$ cat src/rtl/mcash_pkg.sv
// Shared mcash definitions: crossbar geometry, response header layout, opcodes
// and the round-robin pointer helper used by the response crossbar.
package mcash_pkg;

    localparam int NUM_BANKS = 4;
    localparam int NUM_CH    = 3;
    localparam int CHW       = 2;
    localparam int BIDW      = 2;
    localparam int AW        = 28;
    localparam int OPW       = 2;

    // Response opcodes echo the request opcode encoding.
    typedef enum logic [OPW-1:0] {
        OP_READ  = 2'b00,
        OP_WRITE = 2'b01,
        OP_FLUSH = 2'b10,
        OP_INVAL = 2'b11
    } mcash_op_e;

    typedef struct packed {
        logic [BIDW-1:0] bank_id;
        logic [OPW-1:0]  opcode;
        logic [AW-1:0]   addr;
    } resp_hdr_t;

    // Priority pointer moves to the bank after the one just served.
    function automatic logic [BIDW-1:0] rr_next(input logic [BIDW-1:0] idx, input int n);
        return (int'(idx) == n - 1) ? '0 : idx + 1'b1;
    endfunction

endpackage

$ cat src/rtl/xbar_resp_ch_port.sv
// One response channel: round-robin pick among requesting banks, payload mux
// and a single-entry output register with a fully pipelined valid/ready.
module xbar_resp_ch_port
    import mcash_pkg::*;
#(
    parameter int NB = NUM_BANKS,
    parameter int DW = 128
) (
    input  logic             clk_i,
    input  logic             rst_i,
    input  logic [NB-1:0]    req_i,
    input  logic [OPW*NB-1:0] opcode_i,
    input  logic [AW*NB-1:0] addr_i,
    input  logic [DW*NB-1:0] data_i,
    input  logic             ready_i,
    output logic [NB-1:0]    grant_o,
    output logic             valid_o,
    output logic [BIDW-1:0]  bank_id_o,
    output logic [OPW-1:0]   opcode_o,
    output logic [AW-1:0]    addr_o,
    output logic [DW-1:0]    data_o
);

    logic [BIDW-1:0] ptr_q, ptr_d;
    logic [BIDW-1:0] gnt_idx;
    logic            gnt_any;
    logic            can_load;
    logic            load;
    logic            valid_q, valid_d;
    resp_hdr_t       hdr_q, hdr_d;
    logic [DW-1:0]   data_q, data_d;

    // Scan from the far end so the bank nearest the pointer wins last.
    always_comb begin
        gnt_any = 1'b0;
        gnt_idx = '0;
        for (int i = NB - 1; i >= 0; i--) begin
            if (req_i[(int'(ptr_q) + i) % NB]) begin
                gnt_any = 1'b1;
                gnt_idx = BIDW'((int'(ptr_q) + i) % NB);
            end
        end
    end

    assign can_load = !valid_q || ready_i;
    assign load     = gnt_any && can_load;

    always_comb begin
        grant_o = '0;
        if (load) begin
            grant_o[gnt_idx] = 1'b1;
        end
    end

    always_comb begin
        ptr_d   = load ? rr_next(gnt_idx, NB) : ptr_q;
        valid_d = valid_q;
        hdr_d   = hdr_q;
        data_d  = data_q;
        if (load) begin
            valid_d       = 1'b1;
            hdr_d.bank_id = gnt_idx;
            hdr_d.opcode  = opcode_i[int'(gnt_idx)*OPW +: OPW];
            hdr_d.addr    = addr_i[int'(gnt_idx)*AW +: AW];
            data_d        = data_i[int'(gnt_idx)*DW +: DW];
        end else if (ready_i) begin
            valid_d = 1'b0;
        end
    end

    always_ff @(posedge clk_i or negedge rst_i) begin
        if (!rst_i) begin
            ptr_q   <= '0;
            valid_q <= 1'b0;
            hdr_q   <= '0;
            data_q  <= '0;
        end else begin
            ptr_q   <= ptr_d;
            valid_q <= valid_d;
            hdr_q   <= hdr_d;
            data_q  <= data_d;
        end
    end

    assign valid_o   = valid_q;
    assign bank_id_o = hdr_q.bank_id;
    assign opcode_o  = hdr_q.opcode;
    assign addr_o    = hdr_q.addr;
    assign data_o    = data_q;

endmodule

$ cat src/rtl/cross_bar_resp_core.sv
// Response crossbar: steers bank HTU responses back to their originating
// mcash channel, one independent arbiter/output register per channel.
module cross_bar_resp_core
    import mcash_pkg::*;
#(
    parameter int NB = NUM_BANKS,
    parameter int NC = NUM_CH,
    parameter int DW = 128
) (
    input  logic              clk_i,
    input  logic              rst_i,
    input  logic [NB-1:0]     bank_xbar_resp_valid_i,
    output logic [NB-1:0]     bank_xbar_resp_ready_o,
    input  logic [CHW*NB-1:0] bank_xbar_resp_ch_id_i,
    input  logic [OPW*NB-1:0] bank_xbar_resp_opcode_i,
    input  logic [AW*NB-1:0]  bank_xbar_resp_addr_i,
    input  logic [DW*NB-1:0]  bank_xbar_resp_data_i,
    output logic [NC-1:0]     mcash_ch_resp_valid_o,
    input  logic [NC-1:0]     mcash_ch_resp_ready_i,
    output logic [BIDW*NC-1:0] mcash_ch_resp_bank_id_o,
    output logic [OPW*NC-1:0] mcash_ch_resp_opcode_o,
    output logic [AW*NC-1:0]  mcash_ch_resp_addr_o,
    output logic [DW*NC-1:0]  mcash_ch_resp_data_o,
    output logic              xbar_resp_err_o
);

    logic [NB-1:0] req [NC];
    logic [NB-1:0] gnt [NC];
    logic          bad_any;
    logic          err_q, err_d;

    always_comb begin
        bad_any = 1'b0;
        for (int c = 0; c < NC; c++) begin
            for (int b = 0; b < NB; b++) begin
                req[c][b] = bank_xbar_resp_valid_i[b] &&
                            (bank_xbar_resp_ch_id_i[b*CHW +: CHW] == CHW'(c));
            end
        end
        for (int b = 0; b < NB; b++) begin
            if (bank_xbar_resp_valid_i[b] && int'(bank_xbar_resp_ch_id_i[b*CHW +: CHW]) >= NC) begin
                bad_any = 1'b1;
            end
        end
    end

    // A bank targets one channel, so at most one grant term is ever set per bank.
    always_comb begin
        bank_xbar_resp_ready_o = '0;
        for (int c = 0; c < NC; c++) begin
            bank_xbar_resp_ready_o = bank_xbar_resp_ready_o | gnt[c];
        end
    end

    for (genvar c = 0; c < NC; c++) begin : g_ch
        xbar_resp_ch_port #(
            .NB (NB),
            .DW (DW)
        ) u_port (
            .clk_i     (clk_i),
            .rst_i     (rst_i),
            .req_i     (req[c]),
            .opcode_i  (bank_xbar_resp_opcode_i),
            .addr_i    (bank_xbar_resp_addr_i),
            .data_i    (bank_xbar_resp_data_i),
            .ready_i   (mcash_ch_resp_ready_i[c]),
            .grant_o   (gnt[c]),
            .valid_o   (mcash_ch_resp_valid_o[c]),
            .bank_id_o (mcash_ch_resp_bank_id_o[c*BIDW +: BIDW]),
            .opcode_o  (mcash_ch_resp_opcode_o[c*OPW +: OPW]),
            .addr_o    (mcash_ch_resp_addr_o[c*AW +: AW]),
            .data_o    (mcash_ch_resp_data_o[c*DW +: DW])
        );
    end

    assign err_d = err_q | bad_any;

    always_ff @(posedge clk_i or negedge rst_i) begin
        if (!rst_i) begin
            err_q <= 1'b0;
        end else begin
            err_q <= err_d;
        end
    end

    assign xbar_resp_err_o = err_q;

endmodule

$ cat config.mk
export PLATFORM = sky130hd
export DESIGN_NAME = cross_bar_resp_core
export DESIGN_NICKNAME = d
export VERILOG_FILES = /design/src/rtl/mcash_pkg.sv /design/src/rtl/xbar_resp_ch_port.sv /design/src/rtl/cross_bar_resp_core.sv
export SDC_FILE = /design/constraint.sdc
export NUM_CORES = 2
export LEC_CHECK = 0
export ABC_AREA = 0
export CAP_MARGIN = 15
export CELL_PAD_IN_SITES_DETAIL_PLACEMENT = 1
export CELL_PAD_IN_SITES_GLOBAL_PLACEMENT = 2
export CORE_AREA = 10 10 436 438
export CTS_CLUSTER_DIAMETER = 100
export DETAILED_ROUTE_END_ITERATION = 7
export DIE_AREA = 0 0 446 448
export HOLD_SLACK_MARGIN = 0.02
export PLACE_DENSITY = 0.58
export SYNTH_ARGS = -nofsm -noshare
export SYNTH_HDL_FRONTEND = slang
export SYNTH_HIERARCHICAL = 1
export SYNTH_SLANG_ARGS = --single-unit
$ cat constraint.sdc
create_clock -name clk_i -period 9.87 [get_ports clk_i]
set_clock_uncertainty 0.1 [all_clocks]
set_input_delay 2.961 -clock clk_i [delete_from_list [all_inputs] [get_ports clk_i]]
set_output_delay 2.961 -clock clk_i [all_outputs]
set_load 0.05 [all_outputs]
# == Word-level counts from Yosys, hierarchy flattened ==
# Index checks and enable logic that the tools add are counted.
# word_totals
regBits,490
wordCells,211
# op_classes
shift,9
eq_ne,11
mux,79
n_bitwise,12
reduce_logical,44
magnitude_cmp,22
addsub,12
mul,3
# ops
op,count
variable part select 512 x 10 -> 128 bit,3
variable part select 112 x 32 -> 28 bit,3
two-way mux 1 bit,46
less-than comparator 3 x 4 -> 1 bit (second input constant),9
two-way mux 2 bit,15
binary-select mux 1 bit (select 2 bit),12
variable part select 8 x 4 -> 2 bit,3
logical AND 1 bit,22
less-than comparator 2 x 3 -> 1 bit (second input constant),6
OR reduction 2 bit,9
multiplier 2 x 3 -> 5 bit (second input constant),3
== test 2 x 1 -> 1 bit (second input constant),7
adder 2 x 1 -> 2 bit (second input constant),6
adder 2 bit (second input constant),6
two-way mux 4 bit,3
AND 1 bit (first input constant),9
== test 2 bit (second input constant),4
greater-or-equal comparator 2 bit (second input constant),4
zero test 2 bit,4
bitwise OR 4 bit,2
demux 1 bit (select 2 bit),3
greater-or-equal comparator 2 x 1 -> 1 bit (second input constant),3
nonzero test 2 bit,3
zero test 1 bit,3
2 further kinds,4

# == Depth between registers and ports, before layout ==
# logic_depth
ltp_word,17
ltp_mapped,12
mapped_depth_nobuf,9

# == Cells and area by module ==
# The synthesis kept the hierarchy.
# by_module_without_submodules
module,cells_each,n_inst,area_each_um2,seq_area_each_um2
xbar_resp_ch_port at g_ch[0].u_port ...,1286,2,11071.9,4078.9
xbar_resp_ch_port at g_ch[2].u_port,919,1,10173.5,4078.9
cross_bar_resp_core,26,1,172.7,25.0

# == Worst setup path after synthesis ==
# No wires, ideal clock.
# synth_path
kind,input to output
from,input port bank_xbar_resp_ch_id_i[5]
to,output port bank_xbar_resp_ready_o[3]
t_arrival_ns,5.120
cell_stages,11
slack_ns,1.689
path_cell_list,nor3b_1 -> nand2b_1 -> a21o_1 -> buf_2 -> nand2_4 -> buf_6 -> buf_2 -> inv_2 -> ha_1 -> and2_1 -> or3_1
# synth_rtl
element,line,source
from (decl),cross_bar_resp_core.sv:14,"input logic [CHW*NB-1:0] bank_xbar_resp_ch_id_i,"
to (decl),cross_bar_resp_core.sv:13,"output logic [NB-1:0] bank_xbar_resp_ready_o,"

==> metrics.yaml <==
start_kind: "input pin"
syn_to_final_growth_pct: 49.32
viasPerCell: 4.974
cp_num_buf_inv: 3
grt_antenna_before_repair: 62
setup_slack_ns: 0.4706
wl_per_cell_um: 33.66
cts_tree: "yes"
cts_buffers: 76
switchingPower_mw: 5.323
synth_fp_nets: 4169
hold_ws_ns: 0.3816
period_minus_slack_ns: 9.399
rsz0062_at_grt: "false"
cts_hold_buf: 0
die_x_um: 446
gp_congestion: 0.8364
slew_headroom_pct: 4.824
clk_pin_slew_ns: 0.06
grt_pass1_wl_mm: 319.8
setup_viol: 0
critPathCaptureType: "primary output"
crit_required_ns: 6.81
dp.cells: 6733
layout_commonest_cell: "clkdlybuf4s50_1"
die_y_um: 448
clkPwrFrac_pct: 25.8
syn_area_per_cell_um2: 9.238
yosysUniqueCellTypes: 45
hold_violations: 0
fin_crit_sh_pct: 95.23
fillers: 20770
cellLeakagePower_nw: 21.12
seq_area_mm2: 0.01226
ys_seq_elements: 490
fmax_mhz: 106.4
slew_viol_final: 0
cap_violations: 0
hold_path.class: "flip-flop to flip-flop"
finalSetupTns_ns: 0
status: "completed"
grt_pass1_vias: 36610
cp_top_family: "simple AND/OR/NAND/NOR gates"
slowest_delay_ns: 0.59
final_cell_mix: "clkdlybuf4s50_1 (1,131), mux2i_1 (632), nand2_1 (501)"
cp_max_fo: 28
synth_top_area_share_pct: 37.74
grt_max_degree: 125
synth_area_leaders: "dfrtp_1 (38%), mux2i_1 (19%), a21o_1 (7.4%)"
worstSetupPathType: "input pin to primary output"
grt_usage_pct: 22.14
arrival_ns: 6.34
cpMaxStageDelayCell: "nor3b_1"
cts_sinks: 490
die_area_mm2: 0.1998
wl_mm: 233.0
root_buffer: "clkbuf_16"
synth_area_mm2: 0.03249
combPwrFrac_pct: 48.1
io_buffers: 1136
drt_iter0_drc: 2079
pwr-share-seq_pct: 26.1
yosysWarnings: 6
utilization_pct: 26.70
dp_slack_ns: 0.4169
vias: 34430
drc: 0
ir_worst_vdd_v: 0.0001115
num_io_pins: 1137
cts_setup_buffers: 0
worst_slew_pin_slew_ns: 1.428
stdcell_count: 6922
postRouteAntennaNets: 0
synth_top_area_cell: "dfrtp_1"
nNetsFinal: 5078
reg2reg_from: "g_ch[2].u_port/ptr_q[0]"
cp_cell_sequence: "clkdlybuf4s50_1 -> nor3b_1 -> nand2b_1 -> a21o_4 -> nand2_8 -> inv_2 -> ha_1 -> and2_1 -> or3_1 -> buf_12"
yosysSeqAreaShare_pct: 37.74
dp_hpwl_mm: 154.3
firstDrtPassIters: 7
min_from: "g_ch[0].u_port/bank_id_o[1]"
intPower_mw: 5.987
cts_resized: 0
clk_path_buf_depth: 3
h-tree-depth: 3
worstSetupStartpoint: "bank_xbar_resp_valid_i[2]"
start_util_pct: 17.88
p_per_area_mw_per_mm2: 233.1
drive_gt1_share_pct: 4.969
multi_input_area_mm2: 0.01842
clock_latency_ns: 0.68
synthCells: 3517
coreArea_mm2: 0.1817
switching_share_pct: 47.06
fp-row-count: 157
grt.overflow.total: 0
[synthesized netlist by cell type, drive strengths merged]
cell type and instances:
nor3b 6, nand3 321, nand2b 11, nor2b 1, dfrtp 490, and3b 6
o21ai 321, a31o 2, o22a 1, and3 1, a21o 320, and2 3
a21oi 7, a211oi 2, or3 6, o31ai 1, nand2 504, a211o 1
buf 180, inv 6, clkbuf 187, nand4 1, nor4 1, o221ai 158
o41ai 2, nor3 3, a31oi 3, nor2 18, o211ai 316, ha 3
mux2i 632, a21boi 2, o22ai 1
[cell families after synthesis]
family / count (synthesis) / share of synthesized area [%]
adder cells (fa/ha/maj): 3 / 0.1155
AO/OA/AOI/OAI: 1137 / 24.79
buffers and inverters: 373 / 6.015
AND/OR/NAND/NOR: 882 / 11.87
multiplexers: 632 / 19.47
flip-flops: 490 / 37.74
[path summary, 6_finish.rpt]
kind | to | slack [ns] | cells after the start
worst max-delay path | bank_xbar_resp_ready_o[3] | 0.47 | 10
worst min-delay path | g_ch[0].u_port/bank_id_o[1] | 0.38 | 2
worst max register to register | g_ch[2].u_port/data_o[32] | 5.15 | 9
worst min register to register | g_ch[0].u_port/bank_id_o[1] | 0.38 | 2
max in group asynchronous | g_ch[0].u_port/data_o[99] | 6.04 | 2
min in group asynchronous | g_ch[0].u_port/data_o[55] | 2.19 | 1
[stage by stage]
stage	instance area, um2	power [mW]
finish	48510	11.31
global route	48490	11.77
CTS	48390	11.46
detailed placement	45800	8.443
global placement	45800	8.430
floorplan	32490	5.941
[power by group through the flow]
stage	Clock, mW	Sequential, mW	Combinational, mW
2_1_floorplan	0	4.73	1.21
3_3_place_gp	0	2.96	5.47
3_5_place_dp	0	2.96	5.48
4_1_cts	3.02	2.94	5.50
5_1_grt	3.09	3.00	5.67
6_report	2.92	2.95	5.44
[tightest hold or removal path, cell delays in order (launching register included)]
cell and delay, ns:
dfrtp_1 0.34, nand2_1 0.05, nand2_1 0.06
[layout make-up]
class	count	share of cell area (%)
clock inverter	11	0.3662
antenna	49	0.2527
sequential	490	25.27
multi-input combinational	2654	37.98
clock buffer	129	4.978
tap	2385	6.151
inverter	6	0.04642
timing repair buffer	1198	24.95
[layer usage]
| metal | wire length (um) | track usage, % | up-vias |
|---|---|---|---|
| met5 | 131 | 0 | - |
| met4 | 7316 | 7.962 | 20 |
| met3 | 15480 | 5.437 | 256 |
| met2 | 114300 | 37.66 | 1184 |
| met1 | 95800 | 27.07 | 17970 |
| li1 | - | - | 15000 |
[flip-flops by register name, summed over array words and instances, names as in the netlist]
signal / cells
g_ch.u_port/valid_o: 3
g_ch.u_port/bank_id_o: 6
g_ch.u_port/opcode_o: 6
xbar_resp_err_o: 1
g_ch.u_port/addr_o: 84
g_ch.u_port/data_o: 384
g_ch.u_port/ptr_q: 6
Note: power is estimated with default switching activity, not from simulation.
